File: config.mk
export PLATFORM = sky130hd
export DESIGN_NAME = img_win_fetch
export DESIGN_NICKNAME = d
export VERILOG_FILES = /design/src/rtl/epu_pkg.sv /design/src/rtl/img_addr_gen.sv /design/src/rtl/img_win_fetch.sv
export SDC_FILE = /design/constraint.sdc
export NUM_CORES = 1
export LEC_CHECK = 0
export CAP_MARGIN = 20
export CORE_MARGIN = 2
export CORE_UTILIZATION = 60
export DETAILED_ROUTE_END_ITERATION = 10
export GPL_TIMING_DRIVEN = 0
export HOLD_SLACK_MARGIN = 0.12
export PLACE_DENSITY = 0.86
export SYNTH_ARGS = -nofsm -noshare
export SYNTH_HDL_FRONTEND = slang
export SYNTH_SLANG_ARGS = --single-unit
File: constraint.sdc
create_clock -name clk -period 11 [get_ports clk]
set_input_delay 2.75 -clock clk [delete_from_list [all_inputs] [get_ports clk]]
set_output_delay 2.75 -clock clk [all_outputs]
set_load 0.005 [all_outputs]
File: src/rtl/epu_pkg.sv
// Shared constants for the image-processing datapath: window size and
// the window-fetch FSM state encoding.
package epu_pkg;

    // Convolution window edge length and pixel count.
    localparam int KWIN    = 5;
    localparam int KWIN_SQ = KWIN * KWIN;

    // Window-fetch FSM states.
    typedef logic [2:0] state_t;

    localparam state_t ST_IDLE      = 3'd0;
    localparam state_t ST_FILL25    = 3'd1;
    localparam state_t ST_WAIT_CONV = 3'd2;
    localparam state_t ST_FILL5     = 3'd3;
    localparam state_t ST_DONE      = 3'd4;

endpackage

File: src/rtl/img_addr_gen.sv
// Row-major pixel address: base + y*IMG_W + x, wrapping at ADDR_W bits.
module img_addr_gen #(
    parameter int IMG_W  = 16,
    parameter int ADDR_W = 16
) (
    input  logic [ADDR_W-1:0] base,
    input  logic [ADDR_W-1:0] x,
    input  logic [ADDR_W-1:0] y,
    output logic [ADDR_W-1:0] addr
);

    localparam logic [ADDR_W-1:0] ROW_PITCH = ADDR_W'(IMG_W);

    assign addr = base + (y * ROW_PITCH) + x;

endmodule

File: src/rtl/img_win_fetch.sv
// Sliding 5x5 window fetcher: walks an image with stride 1, loading a full
// window at the start of each row and a single new column per step right.
module img_win_fetch
    import epu_pkg::*;
#(
    parameter int IMG_W  = 16,
    parameter int IMG_H  = 16,
    parameter int ADDR_W = 16
) (
    input  logic              clk,
    input  logic              rst,
    input  logic              i_start,
    input  logic [ADDR_W-1:0] i_base_addr,
    input  logic              i_conv_done,
    output logic              o_mem_rd,
    output logic [ADDR_W-1:0] o_mem_addr,
    input  logic [7:0]        i_mem_rdata,
    output logic              o_image_new_25,
    output logic              o_image_new_5,
    output logic [7:0]        o_image,
    output logic              o_win_valid,
    output logic              o_busy,
    output logic              o_done
);

    localparam logic [ADDR_W-1:0] X_LAST   = ADDR_W'(IMG_W - KWIN);
    localparam logic [ADDR_W-1:0] Y_LAST   = ADDR_W'(IMG_H - KWIN);
    localparam logic [ADDR_W-1:0] ADDR_ONE = ADDR_W'(1);
    localparam logic [4:0]        N_FILL25 = 5'(KWIN_SQ);
    localparam logic [4:0]        N_FILL5  = 5'(KWIN);
    localparam logic [2:0]        LAST_IDX = 3'(KWIN - 1);

    state_t            state, state_nxt;
    logic [4:0]        cnt, cnt_nxt;
    logic [2:0]        row, row_nxt;
    logic [2:0]        col, col_nxt;
    logic [ADDR_W-1:0] x0, x0_nxt;
    logic [ADDR_W-1:0] y0, y0_nxt;
    logic [ADDR_W-1:0] base, base_nxt;
    logic              new_25, new_5, done_pulse;

    logic              in_fill;
    logic [4:0]        n_reads;
    logic              rd;
    logic              win_last;
    logic [ADDR_W-1:0] pix_x, pix_y, pix_addr;

    // cnt runs past the last read: one cycle for the final data strobe,
    // then one cycle carrying o_win_valid before WAIT_CONV.
    assign in_fill  = (state == ST_FILL25) || (state == ST_FILL5);
    assign n_reads  = (state == ST_FILL25) ? N_FILL25 : N_FILL5;
    assign rd       = in_fill && (cnt < n_reads);
    assign win_last = in_fill && (cnt == n_reads + 5'd1);

    assign pix_x = x0 + ADDR_W'(col);
    assign pix_y = y0 + ADDR_W'(row);

    img_addr_gen #(
        .IMG_W  (IMG_W),
        .ADDR_W (ADDR_W)
    ) u_addr_gen (
        .base (base),
        .x    (pix_x),
        .y    (pix_y),
        .addr (pix_addr)
    );

    assign o_mem_rd       = rd;
    assign o_mem_addr     = rd ? pix_addr : '0;
    assign o_image_new_25 = new_25;
    assign o_image_new_5  = new_5;
    assign o_image        = (new_25 || new_5) ? i_mem_rdata : 8'd0;
    assign o_win_valid    = win_last;
    assign o_busy         = (state != ST_IDLE);
    assign o_done         = done_pulse;

    // Next-state logic for the FSM, read counters and window origin.
    always_comb begin
        state_nxt = state;
        cnt_nxt   = cnt;
        row_nxt   = row;
        col_nxt   = col;
        x0_nxt    = x0;
        y0_nxt    = y0;
        base_nxt  = base;

        case (state)
            ST_IDLE: begin
                if (i_start) begin
                    state_nxt = ST_FILL25;
                    base_nxt  = i_base_addr;
                    x0_nxt    = '0;
                    y0_nxt    = '0;
                    cnt_nxt   = '0;
                    row_nxt   = '0;
                    col_nxt   = '0;
                end
            end

            ST_FILL25, ST_FILL5: begin
                cnt_nxt = cnt + 5'd1;
                // Column-outer, row-inner; a column shift only reads column 4.
                if (rd) begin
                    if (row == LAST_IDX) begin
                        row_nxt = '0;
                        if (state == ST_FILL25) begin
                            col_nxt = col + 3'd1;
                        end
                    end else begin
                        row_nxt = row + 3'd1;
                    end
                end
                if (win_last) begin
                    state_nxt = ST_WAIT_CONV;
                    cnt_nxt   = '0;
                end
            end

            ST_WAIT_CONV: begin
                if (i_conv_done) begin
                    cnt_nxt = '0;
                    row_nxt = '0;
                    if (x0 < X_LAST) begin
                        x0_nxt    = x0 + ADDR_ONE;
                        col_nxt   = LAST_IDX;
                        state_nxt = ST_FILL5;
                    end else if (y0 < Y_LAST) begin
                        x0_nxt    = '0;
                        y0_nxt    = y0 + ADDR_ONE;
                        col_nxt   = '0;
                        state_nxt = ST_FILL25;
                    end else begin
                        state_nxt = ST_DONE;
                    end
                end
            end

            ST_DONE: begin
                state_nxt = ST_IDLE;
            end

            default: begin
                state_nxt = ST_IDLE;
            end
        endcase
    end

    // FSM, counter and window-origin registers.
    always_ff @(posedge clk or posedge rst) begin
        if (rst) begin
            state <= ST_IDLE;
            cnt   <= '0;
            row   <= '0;
            col   <= '0;
            x0    <= '0;
            y0    <= '0;
            base  <= '0;
        end else begin
            state <= state_nxt;
            cnt   <= cnt_nxt;
            row   <= row_nxt;
            col   <= col_nxt;
            x0    <= x0_nxt;
            y0    <= y0_nxt;
            base  <= base_nxt;
        end
    end

    // Pixel strobes trail the read by one cycle to line up with memory data.
    always_ff @(posedge clk or posedge rst) begin
        if (rst) begin
            new_25     <= 1'b0;
            new_5      <= 1'b0;
            done_pulse <= 1'b0;
        end else begin
            new_25     <= rd && (state == ST_FILL25);
            new_5      <= rd && (state == ST_FILL5);
            done_pulse <= (state == ST_DONE);
        end
    end

endmodule

==> results.md, run 1 <==
* Status: complete, no violations
* Global placer's final weighted congestion at 0.8872
* Async set-reset flop share out of synthesis at 100.0%
* Synth unique cells at 52
* FF/Latch Area at 1627 sq um
* Starting DRT DRC Count at 334
* Fin cells at 659
* Dpl cells at 645
* Reg power frac at 25.8%
* Io pins at 58
* Final Max Tran Viols at 0
* Ys Warns at 0
* Clock-pin slew on the worst setup and hold paths at 0.07 ns
* Max-cap violation count at 0
* Post-layout minimum cycle time at 7.305 ns
* Syn Inst Count at 488
* Number of global-route vias before repair at 3,904
* Pint at 830.8 uW
* WS Path Type: flip-flop to primary output
* Normalized max-slew margin at 53.16%
* Die width at 90.04 um
* DRC viols at 0
* Via count at 3,971
* Hold buffer count at cts at 0
* Hold worst-path end: base[1]$_DFFE_PP0P_
* Reg2reg end: o_image_new_5$_DFF_PP0_
* Proportion of layout cells with a drive suffix above 1 at 5.357%
* Diodes inserted at 0
* Delay-heaviest family, CP: compound AO/OA/AOI/OAI gates
* EDFF count, synth at 0
* Top_reg_cell synth: dfrtp_1
* Highest-delay cell along the critical path: clkdlybuf4s50_1
* Required time worst endpoint at 8.25 ns
* Initial Util at 61.57%
* Most frequent CP cell: a21o_1
* P&R area growth vs syn at 20.20%
* Worst Hold Class: flip-flop to flip-flop
* Slowest stage delay, CP at 0.54 ns
* Vias per cell at 6.026
* Max VDD drop at 0.1313 mV
* Routed Antenna Nets at 0
* Flop2flop setup slack at 7.85 ns
* Net Count, Synth at 560
* CTS sink count at 65
* Combined buffer and inverter count along the critical path at 2
* Final setup vio count at 0
* CP startpoint kind: flip-flop
* Comb power frac at 60.6%
* Power per Cell Area at 270.1 nW/um^2
* Die Height at 90.04 um
* Pin count of the biggest net entering global routing at 35
* Psw at 611.3 uW
* Cts repair resizes at 0
* Initial DRT Pass Iterations at 5
* Hold Path Stages at 2
* R2R Path Start: state[2]$_DFFE_PP0P_
* Most common cell after layout, fill and taps aside: nand2_1
* Crit end category: primary output
* Unrepaired setup endpoints after global routing: false
* Avg WL per Cell at 16.81 um
* Port Buffers at 57
* Clk buf depth at 2
* Post-Route WL at 11,080 um
* Setup Fix Bufs, Post-CTS at 0
* Worst slew pin tran at 0.6989 ns
* Setup Skew at 0.01457 ns
* Clk root buf: clkbuf_8
* WP data arrival at 4.56 ns
* H-tree depth at 3
* Total track usage at 28.38%
* Filler Cells Inserted at 542
* Site row count at 31
* Clk pwr share at 13.6%
* Most frequent cells in the layout: 68 x nand2_1, 65 x dfrtp_1, 57 x clkdlybuf4s50_1
* Synth Area per Inst at 9.102 sq um
* Worst-path fanout max at 8
* Core Region at 7214 sq um
* Hold Fails Final Rpt at 0
* CTS tree: done
* Nets at 629
* Post-synthesis sequential area ratio at 36.62%
* Num CTS Buffers at 9
* Initial antenna violation count at 0
* Leakage at 0.002494 uW
* Area of the mapped netlist at 4442 sq um
* Min-Delay Startpoint: base[1]$_DFFE_PP0P_
* Multi-input combinational cell area at 2655 sq um
* FMAX at 136.9 MHz
* Hpwl dp at 8321 um
* Sw Share at 42.39%
* Die area at 8107 sq um
* Fraction of the cycle the final worst path needs at 66.41%
* Global-route wire length before repair at 18,440 um
* CP Cell Sequence: ha_1 -> a21o_1 -> a21oi_1 -> nand2b_1 -> xnor2_1 -> fa_1 -> ha_1 -> clkbuf_1 -> a21o_1 -> a21o_1 -> a221o_1 -> o21ai_0 -> nor3b_1 -> clkdlybuf4s50_1
* Worst r2r path cells at 10
* Worst skew pair latency at 0.35 ns
* Congestion Overflow GR at 0
* Setup TNS at 0 ns
* FF+latch count, synth at 65
## power by group through the flow
| stage | registers [uW] | logic [uW] | clock network, uW |
|---|---|---|---|
| 2_1_floorplan | 358 | 534 | 0 |
| 3_3_place_gp | 371 | 830 | 0 |
| 3_5_place_dp | 375 | 862 | 0 |
| 4_1_cts | 371 | 870 | 198 |
| 5_1_grt | 382 | 966 | 207 |
| 6_report | 372 | 874 | 197 |
## logic make-up after synthesis
family	count (synthesis)	synth area share (%)
adder cells (fa/ha/maj)	44	15.10
AND/OR/NAND/NOR	194	22.42
XOR/XNOR	20	3.944
multiplexers	5	1.183
flip-flops	65	36.62
buffers and inverters	41	3.606
AO/OA/AOI/OAI	119	17.13
## per-stage QoR
step | setup WS (ns) | utilization, % | cell area (sq um) | power [uW] | hold slack (ns)
6_report | 3.695 | 74.00 | 5339 | 1442 | 0.5091
5_1_grt | 3.473 | 74.00 | 5339 | 1554 | 0.5380
4_1_cts | 3.715 | 74.00 | 5339 | 1439 | 0.5100
3_5_place_dp | 4.106 | 71.47 | 5156 | 1237 | 0.4920
3_3_place_gp | 4.209 | 71.19 | 5136 | 1200 | 0.4749
2_1_floorplan | 4.966 | - | 4442 | 892.0 | 0.4497
## Yosys cell counts, types with 6 or more instances
library cell	count	share of area, %
nor3_1	11	1.2
nor2b_1	11	1.5
nand4_1	9	1.3
nand2_1	68	5.7
and4_1	6	1.2
dfrtp_1	65	37
a21o_1	16	2.7
ha_1	28	7.9
xor2_1	8	1.6
a21oi_1	28	3.2
o21ai_1	17	1.9
fa_1	16	7.2
xnor2_1	12	2.4
nor2_1	33	2.8
and3_1	7	0.99
and2_1	13	1.8
nand3_1	9	1.0
o21ai_0	20	2.3
inv_1	26	2.2
o211ai_1	7	1.2
clkbuf_1	10	0.85
## worst max-delay path by stage
stage,start,endpoint,slack [ns],depth (start not counted)
detailed placement,row[1]$_DFFE_PP0P_,o_mem_addr[14],4.11,14
global route,row[1]$_DFFE_PP0P_,o_mem_addr[14],3.47,14
floorplan,row[1]$_DFFE_PP0P_,o_mem_addr[14],4.97,13
global placement,row[1]$_DFFE_PP0P_,o_mem_addr[14],4.21,14
CTS,row[1]$_DFFE_PP0P_,o_mem_addr[14],3.71,14
finish,row[1]$_DFFE_PP0P_,o_mem_addr[14],3.69,14
## per-layer routing
layer | routed length (um) | global-route usage (%) | vias up
met5 | 0 | 0 | -
met3 | 633 | 5.281 | 41
met2 | 5226 | 46.05 | 150
met4 | 430 | 15.26 | 0
li1 | - | - | 1854
met1 | 4785 | 36.22 | 1926
## flip-flops by register name, indices dropped and copies added, names as in the netlist, 3 cells and up
| register | flops |
|---|---|
| state | 3 |
| x0 | 16 |
| cnt | 5 |
| col | 3 |
| y0 | 16 |
| row | 3 |
| base | 16 |
## worst register-to-register path, cell delays in order, from the launching register on
cell and delay [ns]:
dfrtp_1 0.36, clkbuf_1 0.20, nor2b_1 0.15, clkbuf_1 0.35, nand2b_1 0.20, ha_1 0.34
o21ai_0 0.10, a22oi_1 0.47, or2_1 0.30, clkinv_1 0.31, and2_1 0.27
## layout make-up
type	instances	share of cell area [%]
Multi-Input combinational cell	382	49.73
Sequential cell	65	30.47
Timing Repair Buffer	58	11.06
Clock buffer	10	2.578
Tap cell	99	2.320
Inverter	27	1.898
Buffer	14	1.101
Clock inverter	4	0.8437
(Power assumes the default switching activity.)
==> run 2: changes to the inputs <==
CORE_UTILIZATION = 56   (was 60)
PLACE_DENSITY = 0.81   (was 0.86)
clock period = 7.5 ns   (was 11 ns; I/O delays follow)
==> run 2 against run 1 <==
Against the previous run: wire length fell by 6.6%; cell count rose by 0.46%; combinational power rose by 44%; first-iteration DRC count fell by 18%; global-route usage fell by 2.2 points; hold slack got worse by 0.0090 ns; sequential cell count did not move; via count fell by 4.6%.
==> results.md, run 2 (synthesized netlist as in run 1, its figures left out) <==
* Leakage at 0.002507 uW
* FF/Latch Area at 1627 sq um
* Core Region at 7687 sq um
* Worst slew pin tran at 0.6423 ns
* Num CTS Buffers at 9
* Pin count of the biggest net entering global routing at 39
* Delay-heaviest family, CP: compound AO/OA/AOI/OAI gates
* Hold buffer count at cts at 0
* Io pins at 58
* Diodes inserted at 0
* Vias per cell at 5.724
* Clock-pin slew on the worst setup and hold paths at 0.06 ns
* Fraction of the cycle the final worst path needs at 85.25%
* Hpwl dp at 8111 um
* Initial DRT Pass Iterations at 4
* CTS sink count at 65
* Via count at 3,789
* Most frequent CP cell: a21o_1
* WS Path Type: flip-flop to primary output
* Congestion Overflow GR at 0
* Cts repair resizes at 0
* R2R Path Start: state[2]$_DFFE_PP0P_
* WP data arrival at 4.52 ns
* Global placer's final weighted congestion at 0.8542
* Slowest stage delay, CP at 0.53 ns
* Initial antenna violation count at 0
* Final Max Tran Viols at 0
* Nets at 629
* Avg WL per Cell at 15.63 um
* Die area at 8660 sq um
* CP Cell Sequence: ha_1 -> a21o_1 -> a21oi_1 -> nand2b_1 -> xnor2_1 -> fa_1 -> ha_1 -> clkbuf_1 -> a21o_1 -> a21o_1 -> a221o_1 -> o21ai_0 -> nor3b_1 -> clkdlybuf4s50_1
* Total track usage at 26.14%
* Multi-input combinational cell area at 2655 sq um
* Hold worst-path end: cnt[4]$_DFFE_PP0P_
* Flop2flop setup slack at 4.48 ns
* Most common cell after layout, fill and taps aside: nand2_1
* Largest regs: base: 16 flops, x0: 16 flops, y0: 16 flops
* Post-layout minimum cycle time at 6.394 ns
* Clk root buf: clkbuf_8
* Setup Fix Bufs, Post-CTS at 0
* Setup Skew at 0.01034 ns
* Starting DRT DRC Count at 273
* Min-Delay Startpoint: cnt[4]$_DFFE_PP0P_
* Filler Cells Inserted at 613
* Setup TNS at 0 ns
* Required time worst endpoint at 5.62 ns
* Hold Fails Final Rpt at 0
* CTS tree: done
* Crit end category: primary output
* Max-cap violation count at 0
* Port Buffers at 57
* Power per Cell Area at 398.4 nW/um^2
* Die Height at 93.06 um
* Final setup vio count at 0
* Worst Hold Class: flip-flop to flip-flop
* Post-DP Area at 5160 sq um
* Highest-delay cell along the critical path: clkdlybuf4s50_1
* Number of global-route vias before repair at 3,722
* DRC viols at 0
* Worst-path fanout max at 8
* Post-Route WL at 10,350 um
* Most frequent cells in the layout: 68 x nand2_1, 65 x dfrtp_1, 57 x clkdlybuf4s50_1
* Pre-CTS setup slack at 1.486 ns
* Worst r2r path cells at 10
* Worst setup margin at 1.106 ns
* CP Depth at 14
* P&R area growth vs syn at 21.04%
* Clk buf depth at 2
* CP startpoint kind: flip-flop
* Unrepaired setup endpoints after global routing: false
* Site row count at 32
* Normalized max-slew margin at 56.95%
* Die width at 93.06 um
* Max VDD drop at 0.2207 mV
* Worst skew pair latency at 0.35 ns
* Reg2reg end: o_image_new_5$_DFF_PP0_
* Initial Util at 57.78%
* Routed Antenna Nets at 0
* FMAX at 156.4 MHz
* Global-route wire length before repair at 17,810 um
* Combined buffer and inverter count along the critical path at 2
* Finished Cell Area at 5376 sq um
* H-tree depth at 3
* Status: complete, no violations
* Proportion of layout cells with a drive suffix above 1 at 5.357%
* Hold Path Stages at 1
==> run 2: cell types whose count changed in the layout (fill, tap and decap cells not counted) <==
cell	change
bufinv_16	+1
clkinv_2	-2
clkbuf_8	+1
==> run 2: worst max-delay path by stage <==
stage          slack (ns)               start        endpoint
2_1_floorplan        2.34  row[1]$_DFFE_PP0P_  o_mem_addr[14]
5_1_grt              0.82   y0[0]$_DFFE_PP0P_  o_mem_addr[14]
6_report             1.11  row[1]$_DFFE_PP0P_  o_mem_addr[14]
4_1_cts              1.11  row[1]$_DFFE_PP0P_  o_mem_addr[14]
3_5_place_dp         1.49  row[1]$_DFFE_PP0P_  o_mem_addr[14]
3_3_place_gp         1.56  row[1]$_DFFE_PP0P_  o_mem_addr[14]
==> run 2: final cells by class <==
cell class | count | area share, %
multi-input combinational | 382 | 49.38
sequential | 65 | 30.25
timing repair buffer | 58 | 10.98
clock buffer | 11 | 2.816
tap | 102 | 2.374
inverter | 27 | 1.885
clock inverter | 3 | 1.210
buffer | 14 | 1.094
==> run 2: through the flow <==
step | hold WS [ns] | power, uW | std cells | util [%]
3_5_place_dp | 0.4899 | 1808 | 648 | 67.12
6_report | 0.5000 | 2142 | 662 | 69.94
4_1_cts | 0.5060 | 2149 | 662 | 69.94
2_1_floorplan | 0.4497 | 1308 | 488 | -
3_3_place_gp | 0.4775 | 1769 | 647 | 66.86
5_1_grt | 0.5108 | 2321 | 662 | 69.94
==> run 2: metal layers <==
| layer | vias to the layer above | GRT usage [%] | routed length, um |
|---|---|---|---|
| met5 | - | 0 | 0 |
| li1 | 1862 | - | - |
| met3 | 16 | 4.110 | 407 |
| met1 | 1832 | 35.86 | 4805 |
| met2 | 79 | 42.39 | 4925 |
| met4 | 0 | 9.314 | 207 |
==> run 2: worst register-to-register path, cell delays in order (launching register included) <==
cell and delay (ns):
dfrtp_1 0.36, clkbuf_1 0.19, nor2b_1 0.15, clkbuf_1 0.32
nand2b_1 0.19, ha_1 0.33, o21ai_0 0.08, a22oi_1 0.43
or2_1 0.28, clkinv_1 0.32, and2_1 0.28
==> run 2: power by group <==
group          internal [uW]  leakage (uW)  total, uW  switching (uW)
combinational            616       0.00154       1260             648
clock                    201      0.000111        334             132
sequential               446      0.000859        544            97.8
==> RTL edit (config.mk and constraints of run 2) <==
`ADDR_W` is set to 16 in 2 places; all go to 15.
--- a/src/rtl/img_addr_gen.sv
+++ b/src/rtl/img_addr_gen.sv
@@ -3,3 +3,3 @@
     parameter int IMG_W  = 16,
-    parameter int ADDR_W = 16
+    parameter int ADDR_W = 15
 ) (
--- a/src/rtl/img_win_fetch.sv
+++ b/src/rtl/img_win_fetch.sv
@@ -7,3 +7,3 @@
     parameter int IMG_H  = 16,
-    parameter int ADDR_W = 16
+    parameter int ADDR_W = 15
 ) (
Ports: changed (resized i_base_addr and o_mem_addr); port bits go from 58 to 56. No check against the original RTL was run, so the function may have changed too.
==> RTL edit against run 2 <==
  * Routed wire length is 8.2% lower
  * Synthesized area is 7.4% lower
  * Sequential cell count is 3 lower
  * Final area is 6.5% lower
  * Worst setup slack better by 0.065 ns
  * Core utilization is 0.14 points higher
  * Sequential power is 4.2% lower
  * Register-to-register slack better by 0.18 ns
  * Clock power is 4% lower
  * Power is 3.3% lower
  * Largest power group unchanged
==> RTL edit: results (changes against run 2) <==
<table>
<tr><th>Metric</th><th>Value</th></tr>
<tr><th colspan="2">Pwr</th></tr>
<tr><td>Proportion of total power due to net switching</td><td>0.408 (was 0.410)</td></tr>
<tr><td>Power dissipated in sequential cells</td><td>0.521 mW (was 0.544 mW)</td></tr>
<tr><td>Leakage power</td><td>2.39 nW (was 2.51 nW)</td></tr>
<tr><td>Peak supply drop</td><td>227 uV (was 221 uV)</td></tr>
<tr><th colspan="2">GRT</th></tr>
<tr><td>Via count of the first global-routing pass</td><td>3459 (was 3722)</td></tr>
<tr><td>First-pass GRT wire length</td><td>16.4 mm (was 17.8 mm)</td></tr>
<tr><td>Met3 Usage GRT</td><td>0.0486 (was 0.0411)</td></tr>
<tr><td>Maximum number of pins on one net before global-route repair</td><td>33 (was 39)</td></tr>
<tr><td>Global routing met1 resource utilization</td><td>0.343 (was 0.359)</td></tr>
<tr><th colspan="2">Drt</th></tr>
<tr><td>Via Count</td><td>3423 (was 3789)</td></tr>
<tr><td>Met2 routed wirelength</td><td>4.56 mm (was 4.93 mm)</td></tr>
<tr><td>Routed wl met3</td><td>466 microns (was 407 microns)</td></tr>
<tr><td>Detailed router's first-iteration violation count</td><td>209 (was 273)</td></tr>
<tr><td>Average detailed-routed wire length per instance</td><td>15.7 microns (was 15.6 microns)</td></tr>
<tr><td>Routed length on met1</td><td>4.33 mm (was 4.81 mm)</td></tr>
<tr><th colspan="2">Layout</th></tr>
<tr><td>Number of standard cells in the final layout excluding fillers</td><td>605 (was 662)</td></tr>
<tr><td>Number of fillers in the final layout</td><td>545 (was 613)</td></tr>
<tr><td>Post-layout nets</td><td>570 (was 629)</td></tr>
<tr><th colspan="2">Status</th></tr>
<tr><td>Run status</td><td>finished, final reports clean (unchanged)</td></tr>
<tr><th colspan="2">Place</th></tr>
<tr><td>Placed Cells</td><td>589 (was 648)</td></tr>
<tr><td>Post-DP Area</td><td>0.00481 sq mm (was 0.00516 sq mm)</td></tr>
<tr><td>Port buffer count</td><td>55 (was 57)</td></tr>
<tr><th colspan="2">Logic synthesis</th></tr>
<tr><td>Unique masters post-synth</td><td>56 (was 52)</td></tr>
<tr><td>Net count after synthesis</td><td>503 (was 560)</td></tr>
<tr><td>Synth top area cells</td><td>dfrtp_1, ha_1, fa_1, nand2_1, nor2b_1 (was dfrtp_1, ha_1, fa_1, nand2_1, a21oi_1)</td></tr>
<tr><td>Avg Inst Size Synth</td><td>9.48 sq um (was 9.10 sq um)</td></tr>
<tr><th colspan="2">Timing</th></tr>
<tr><td>Setup skew after layout</td><td>0.00686 ns (was 0.0103 ns)</td></tr>
<tr><th colspan="2">Setup path</th></tr>
<tr><td>Critical path data arrival time</td><td>4.45 ns (was 4.52 ns)</td></tr>
</table>
-- RTL edit: changes by cell type after synthesis, sizes merged, moves of 5 or more --
cell	delta
o21ai	-13
nor2b	+12
a21oi	-10
nor2	-7
a21o	-6
and2	-5
nand4	-5
o21a	-5
-- RTL edit: final timing paths --
check | cells after the start | slack [ns] | start | to
max in group asynchronous | 3 | 4.94 | rst | base[4]
worst min-delay path | 2 | 0.51 | base[0] | base[0]
worst max-delay path | 15 | 1.17 | y0[0] | o_mem_addr[14]
worst max register to register | 9 | 4.66 | state[2] | col[0]
worst min register to register | 2 | 0.51 | base[0] | base[0]
min in group asynchronous | 2 | 1.96 | rst | y0[12]
-- RTL edit: through the flow --
stage	hold WS, ns	power [mW]	worst slack, ns	utilization
CTS	0.515	2.08	1.16	0.701
floorplan	0.450	1.24	2.50	-
finish	0.507	2.07	1.17	0.701
global route	0.540	2.25	0.841	0.701
global placement	0.465	1.71	1.65	0.667
detailed placement	0.499	1.75	1.56	0.670
-- RTL edit: worst max-delay path, delay by kind of cell (launching register included) --
family / cells / cell delay (ns)
buf+inv: 2 / 0.60
compound gates: 2 / 0.36
fa+ha+maj: 4 / 1.48
xor+xnor: 1 / 0.23
simple gates: 6 / 1.01
flops: 1 / 0.44
-- RTL edit: kinds of logic after synthesis --
group                    after synthesis  synth area share
XOR/XNOR                              19            0.0404
flip-flops                            62             0.377
buffers and inverters                 35            0.0359
AO/OA/AOI/OAI                         89             0.144
multiplexers                           5            0.0128
AND/OR/NAND/NOR                      182             0.235
adder cells (fa/ha/maj)               42             0.155
-- RTL edit: area by class of cell --
cell class                 instances  area share
inverter                          25      0.0187
timing repair buffer              56       0.113
sequential                        62       0.309
multi-input combinational        337       0.480
clock buffer                      13      0.0356
tap                               99      0.0246
clock inverter                     3     0.00796
buffer                            10      0.0107
